--- config.mk ---
export PLATFORM = sky130hd
export DESIGN_NAME = jmp_instruction_unit
export DESIGN_NICKNAME = d
export VERILOG_FILES = /design/src/rtl/jmp_instruction_unit.sv
export SDC_FILE = /design/constraint.sdc
export NUM_CORES = 1
export LEC_CHECK = 0
export ABC_AREA = 0
export ABC_CLOCK_PERIOD_IN_PS = 5300
export CAP_MARGIN = 20
export CORE_UTILIZATION = 52
export DETAILED_ROUTE_END_ITERATION = 10
export MAX_ROUTING_LAYER = met4
export PLACE_DENSITY = 0.77
export RECOVER_POWER = 50
export SETUP_SLACK_MARGIN = 0.3
export SYNTH_ARGS = -nofsm -noshare
export SYNTH_HDL_FRONTEND = slang
export SYNTH_SLANG_ARGS = --single-unit
--- constraint.sdc ---
create_clock -name clk -period 5.3 [get_ports clk]
set_input_delay 1.06 -clock clk [delete_from_list [all_inputs] [get_ports clk]]
set_output_delay 1.06 -clock clk [all_outputs]
set_load 0.01 [all_outputs]
--- src/rtl/jmp_instruction_unit.sv ---
// Program counter with sequential, jump, zero-flag branch and call/return flow.
// Return addresses live in a small LIFO stack; overflow/underflow are sticky until reset.
module jmp_instruction_unit #(
  parameter int                 ADDR_W      = 19,
  parameter int                 STACK_DEPTH = 8,
  parameter logic [ADDR_W-1:0]  RESET_PC    = '0
) (
  input  logic              clk,
  input  logic              rst,
  input  logic              en,
  input  logic [2:0]        op,
  input  logic [ADDR_W-1:0] jmp_addr,
  input  logic              zero_flag,
  output logic [ADDR_W-1:0] pc,
  output logic [ADDR_W-1:0] pc_next,
  output logic              stack_full,
  output logic              stack_empty,
  output logic              overflow,
  output logic              underflow
);

  localparam int PTR_W = $clog2(STACK_DEPTH);
  localparam int CNT_W = PTR_W + 1;
  localparam logic [CNT_W-1:0] FULL_CNT = CNT_W'(STACK_DEPTH);

  typedef enum logic [2:0] {
    OP_SEQ  = 3'b000,
    OP_JMP  = 3'b001,
    OP_JZ   = 3'b010,
    OP_JNZ  = 3'b011,
    OP_CALL = 3'b100,
    OP_RET  = 3'b101,
    OP_HOLD = 3'b110,
    OP_RSVD = 3'b111
  } op_e;

  logic [ADDR_W-1:0] stack_mem [STACK_DEPTH];
  logic [CNT_W-1:0]  count;
  logic [PTR_W-1:0]  top_idx;
  logic [ADDR_W-1:0] pc_inc;
  logic              push;
  logic              pop;
  logic              set_ovf;
  logic              set_unf;

  assign stack_full  = (count == FULL_CNT);
  assign stack_empty = (count == '0);
  assign top_idx     = PTR_W'(count - 1'b1);
  assign pc_inc      = pc + 1'b1;

  always_comb begin
    pc_next = pc;
    push    = 1'b0;
    pop     = 1'b0;
    set_ovf = 1'b0;
    set_unf = 1'b0;
    if (en) begin
      case (op_e'(op))
        OP_JMP:  pc_next = jmp_addr;
        OP_JZ:   pc_next = zero_flag ? jmp_addr : pc_inc;
        OP_JNZ:  pc_next = zero_flag ? pc_inc : jmp_addr;
        OP_CALL: begin
          // A call into a full stack degrades to a plain increment.
          if (stack_full) begin
            pc_next = pc_inc;
            set_ovf = 1'b1;
          end else begin
            pc_next = jmp_addr;
            push    = 1'b1;
          end
        end
        OP_RET: begin
          if (stack_empty) begin
            pc_next = pc_inc;
            set_unf = 1'b1;
          end else begin
            pc_next = stack_mem[top_idx];
            pop     = 1'b1;
          end
        end
        OP_HOLD: pc_next = pc;
        default: pc_next = pc_inc;
      endcase
    end
  end

  always_ff @(posedge clk) begin
    if (rst) begin
      pc        <= RESET_PC;
      count     <= '0;
      overflow  <= 1'b0;
      underflow <= 1'b0;
    end else if (en) begin
      pc        <= pc_next;
      overflow  <= overflow | set_ovf;
      underflow <= underflow | set_unf;
      if (push)     count <= count + 1'b1;
      else if (pop) count <= count - 1'b1;
    end
  end

  // Contents need no reset; the count alone defines which entries are live.
  always_ff @(posedge clk) begin
    if (!rst && push) stack_mem[count[PTR_W-1:0]] <= pc_inc;
  end

endmodule

==> flow_metrics.py <==
metrics = {
    "logic_synthesis": {
        "syn_area_per_cell_um2": 15.0,
        "synthTopCellsByArea": "edfxtp_1 (57%), mux4_2 (11%), dfxtp_1 (6.3%), a22o_1 (1.7%), xnor2_1 (1.7%)",
        "synthesized_area_fraction_occupied_by_and_or_nand_nor_cells_pct": 9.25,
        "synthesis.area_mm2": 0.00794,
        "synthesized_nets": 560,
        "seq_area_frac_synth_pct": 63.8,
        "synth_top_family_by_area": "multiplexers",
        "synth-warning-count": 0,
        "post_synth_edffs": 152,
        "yosys-mux-area-fraction_pct": 11.4,
        "synth_largest_area_cell": "edfxtp_1",
        "async_flop_share_pct": 0,
        "commonest_register_cell_after_synthesis": "edfxtp_1",
        "flop_and_latch_count_out_of_synthesis": 177,
        "synth_compound_area_share_pct": 9.60,
        "synth-adder-area-share_pct": 0.473,
        "synthXorXnorAreaFrac_pct": 2.10,
        "postSynthCellCount": 531,
        "yosys.area.top_type_share_pct": 57.5,
        "synthDistinctLibCells": 63,
    },
    "cells_and_area": {
        "layout.cells.most_common": "edfxtp_1",
        "n_fill_cell": 1021,
        "instances_no_fill": 796,
        "postLayoutCoreUtil_pct": 64.5,
        "diodes": 0,
        "final_design_area_no_fill_mm2": 0.00949,
        "final_nets": 628,
        "most-common-layout-cells": "edfxtp_1 (152), clkdlybuf4s50_1 (44), mux4_2 (38), nor2_1 (26), dfxtp_1 (24)",
        "share_of_final_layout_standard_cells_stronger_than_drive_strength_1_pct": 17.3,
        "area_overhead_vs_synth_pct": 19.4,
    },
    "sta": {
        "max_clock_freq_ghz": 0.205,
        "final_critical_path_required_period_ns": 4.87,
        "layout_setup_ws_ns": 0.428,
        "final_min_period_over_clock_period_pct": 91.9,
        "worst_slew_margin_rel_pct": 43.7,
        "finalSetupViolations": 0,
        "worst_slew_pin_slew_ns": 0.839,
        "hold_violations": 0,
        "number_of_pins_exceeding_their_max_slew_limit_in_the_final_report": 0,
        "unrepaired_setup_endpoints_after_global_routing": "false",
        "fin_worst_hold_slack_ns": 0.467,
        "setup_total_negative_slack_ns": 0,
        "finalClockSkew_ns": 0.00873,
    },
    "floorplanning": {
        "chipHeight_um": 126,
        "core-area_mm2": 0.0147,
        "io_pins": 68,
        "die_w_um": 126,
        "start_util_pct": 54.0,
        "count_of_standard_cell_rows": 44,
        "die_ar_mm2": 0.0158,
    },
    "routing": {
        "drt-vias-per-instance": 6.60,
        "route.final.wire_length_um": 19800,
        "drt_first_pass_iters": 8,
        "post-route-drc-count": 6,
        "highest-signal-layer": "met4",
        "num_vias": 5256,
        "antenna_left": 0,
        "route.met2.wl_um": 9340,
        "wire_length_the_detailed_router_placed_on_met1_um": 8110,
        "routed_wire_length_per_instance_um": 24.8,
        "met3RoutedLength_um": 1770,
        "drt_first_iter_violations": 601,
    },
    "clocking": {
        "max-clock-path-buffers": 2,
        "post-cts-setup-buffers": 0,
        "tritoncts": "done",
        "clock_sink_count": 177,
        "cts-buffers-inserted": 17,
        "clkTransAtPathRegs_ns": 0.07,
        "cts_hold_buffers": 0,
        "root_buffer": "clkbuf_16",
        "postcts_resize_cnt": 0,
        "worst_skew_late_latency_ns": 0.43,
        "h-tree-depth": 4,
    },
    "power_and_ir_drop": {
        "irDropWorstVdd_v": 0.000265,
        "cellLeakagePower_nw": 3.12,
        "p_per_area_mw_per_mm2": 344,
        "fin_total_pwr_mw": 3.26,
    },
    "worst_setup_path": {
        "worstPathArrival_ns": 3.81,
        "critical-path-max-stage-delay_ns": 0.75,
        "worst_r2r_endpoint": "stack_mem[1][17]$_DFFE_PP_",
        "worstSetupStartpointType": "primary input",
        "crit_fanout": 13,
        "worstPathBufferInverterCount": 3,
        "critical_path_depth": 8,
        "timing.reg2reg.worst_path_depth": 7,
        "endpoint_kind_of_the_worst_setup_timing_path": "output port",
        "worst_path_dominant_cell_family": "buffers and inverters",
        "capture_point_of_the_worst_path": "pc_next[3]",
        "cpMaxStageDelayCell": "dlygate4sd3_1",
        "ff2ff_setup_slack_ns": 1.88,
        "required_worst_endpoint_ns": 4.24,
        "r2r_start": "count[1]$_SDFFE_PP0P_",
        "timing.critical_path.from": "op[2]",
        "cell_chain_critical_path": "dlygate4sd3_1 > nor2_1 > mux2i_1 > nand2_1 > buf_12 > a221o_1 > a22o_1 > clkdlybuf4s50_1",
        "setup.worst_path.class": "in2out",
    },
    "grt": {
        "grt_antenna_before_repair": 0,
        "pin_count_of_the_biggest_net_entering_global_routing": 43,
        "globalRoute.totalOverflow": 0,
        "number_of_global_route_vias_before_repair": 5113,
        "global_route_wire_length_before_repair_um": 30200,
        "track_usage_pct": 27.3,
    },
    "worst_hold_path": {
        "hold_removal_path_class": "reg2reg",
    },
    "placed_design": {
        "portBuffers": 67,
        "dp_slack_ns": 0.334,
        "post_dp_cell_area_mm2": 0.00882,
        "globalplace.congestion": 0.934,
        "dp_hpwl_um": 12800,
        "post-place-cells": 764,
    },
    "flow_run": {
        "cap_viol_max_count": 0,
    },
    "run_status": {
        "status": "finished, violations left",
        "violations": "DRC",
    },
}
-- synth_stat cells, types with 5 or more instances --
cell type,number
nand2b_1,5
nand2_1,24
buf_2,12
nand4_1,12
a211oi_1,5
a21oi_1,8
buf_6,7
a32o_1,6
nand3_1,20
o21a_1,6
nor2_1,32
a221o_1,6
and3_1,5
o21ai_0,10
clkbuf_1,13
a22o_1,15
edfxtp_1,152
o211ai_1,8
xnor2_1,15
buf_1,6
mux4_2,38
nor3_1,15
dfxtp_1,25
inv_1,11
-- report_power, final --
part           leakage (nW)  switching [mW]  internal, mW
clock network         0.312           0.524         0.886
logic                  1.22           0.160         0.135
registers              1.59          0.0241          1.53
-- how the worst min path moves through the flow --
stage | depth (start not counted) | from | to
3_3_place_gp | 2 | overflow$_SDFFE_PP0P_ | overflow$_SDFFE_PP0P_
2_1_floorplan | 2 | overflow$_SDFFE_PP0P_ | overflow$_SDFFE_PP0P_
6_report | 2 | underflow$_SDFFE_PP0P_ | underflow$_SDFFE_PP0P_
5_1_grt | 2 | underflow$_SDFFE_PP0P_ | underflow$_SDFFE_PP0P_
4_1_cts | 2 | underflow$_SDFFE_PP0P_ | underflow$_SDFFE_PP0P_
3_5_place_dp | 2 | underflow$_SDFFE_PP0P_ | underflow$_SDFFE_PP0P_
-- final cells by class --
class	count	area (um2)	area share, %
Clock buffer	19	433	4.56
Sequential cell	177	5070	53.4
Clock inverter	13	233	2.45
Tap cell	184	230	2.43
Inverter	12	45.0	0.475
Multi-Input combinational cell	302	2630	27.7
Timing Repair Buffer	89	848	8.94
-- logic make-up after synthesis --
kind of cell | count (synthesis)
AOI/OAI and AO/OA | 96
buffers and inverters | 52
xor gates and xnor gates | 19
DFF | 177
adders and majority gates | 3
and+or+nand+nor | 141
muxes | 43
-- registers in the layout, summed over array words and instances, names as in the netlist --
name and cells:
stack_mem 152, pc 19, count 4, overflow 1, underflow 1
-- worst min-delay path: cells and delay by family, from the launching register on --
family,cells,cell delay [ns]
AO/OA/AOI/OAI,1,0.04
flip-flops,1,0.32
AND/OR/NAND/NOR,1,0.07
-- routing by layer --
layer  up-vias  track usage, %
met5         -               -
met4         0            11.2
met3        44            5.39
met2       319            41.0
met1      2628            36.5
li1       2265               -
No activity file was read; power rests on OpenSTA's default activity.
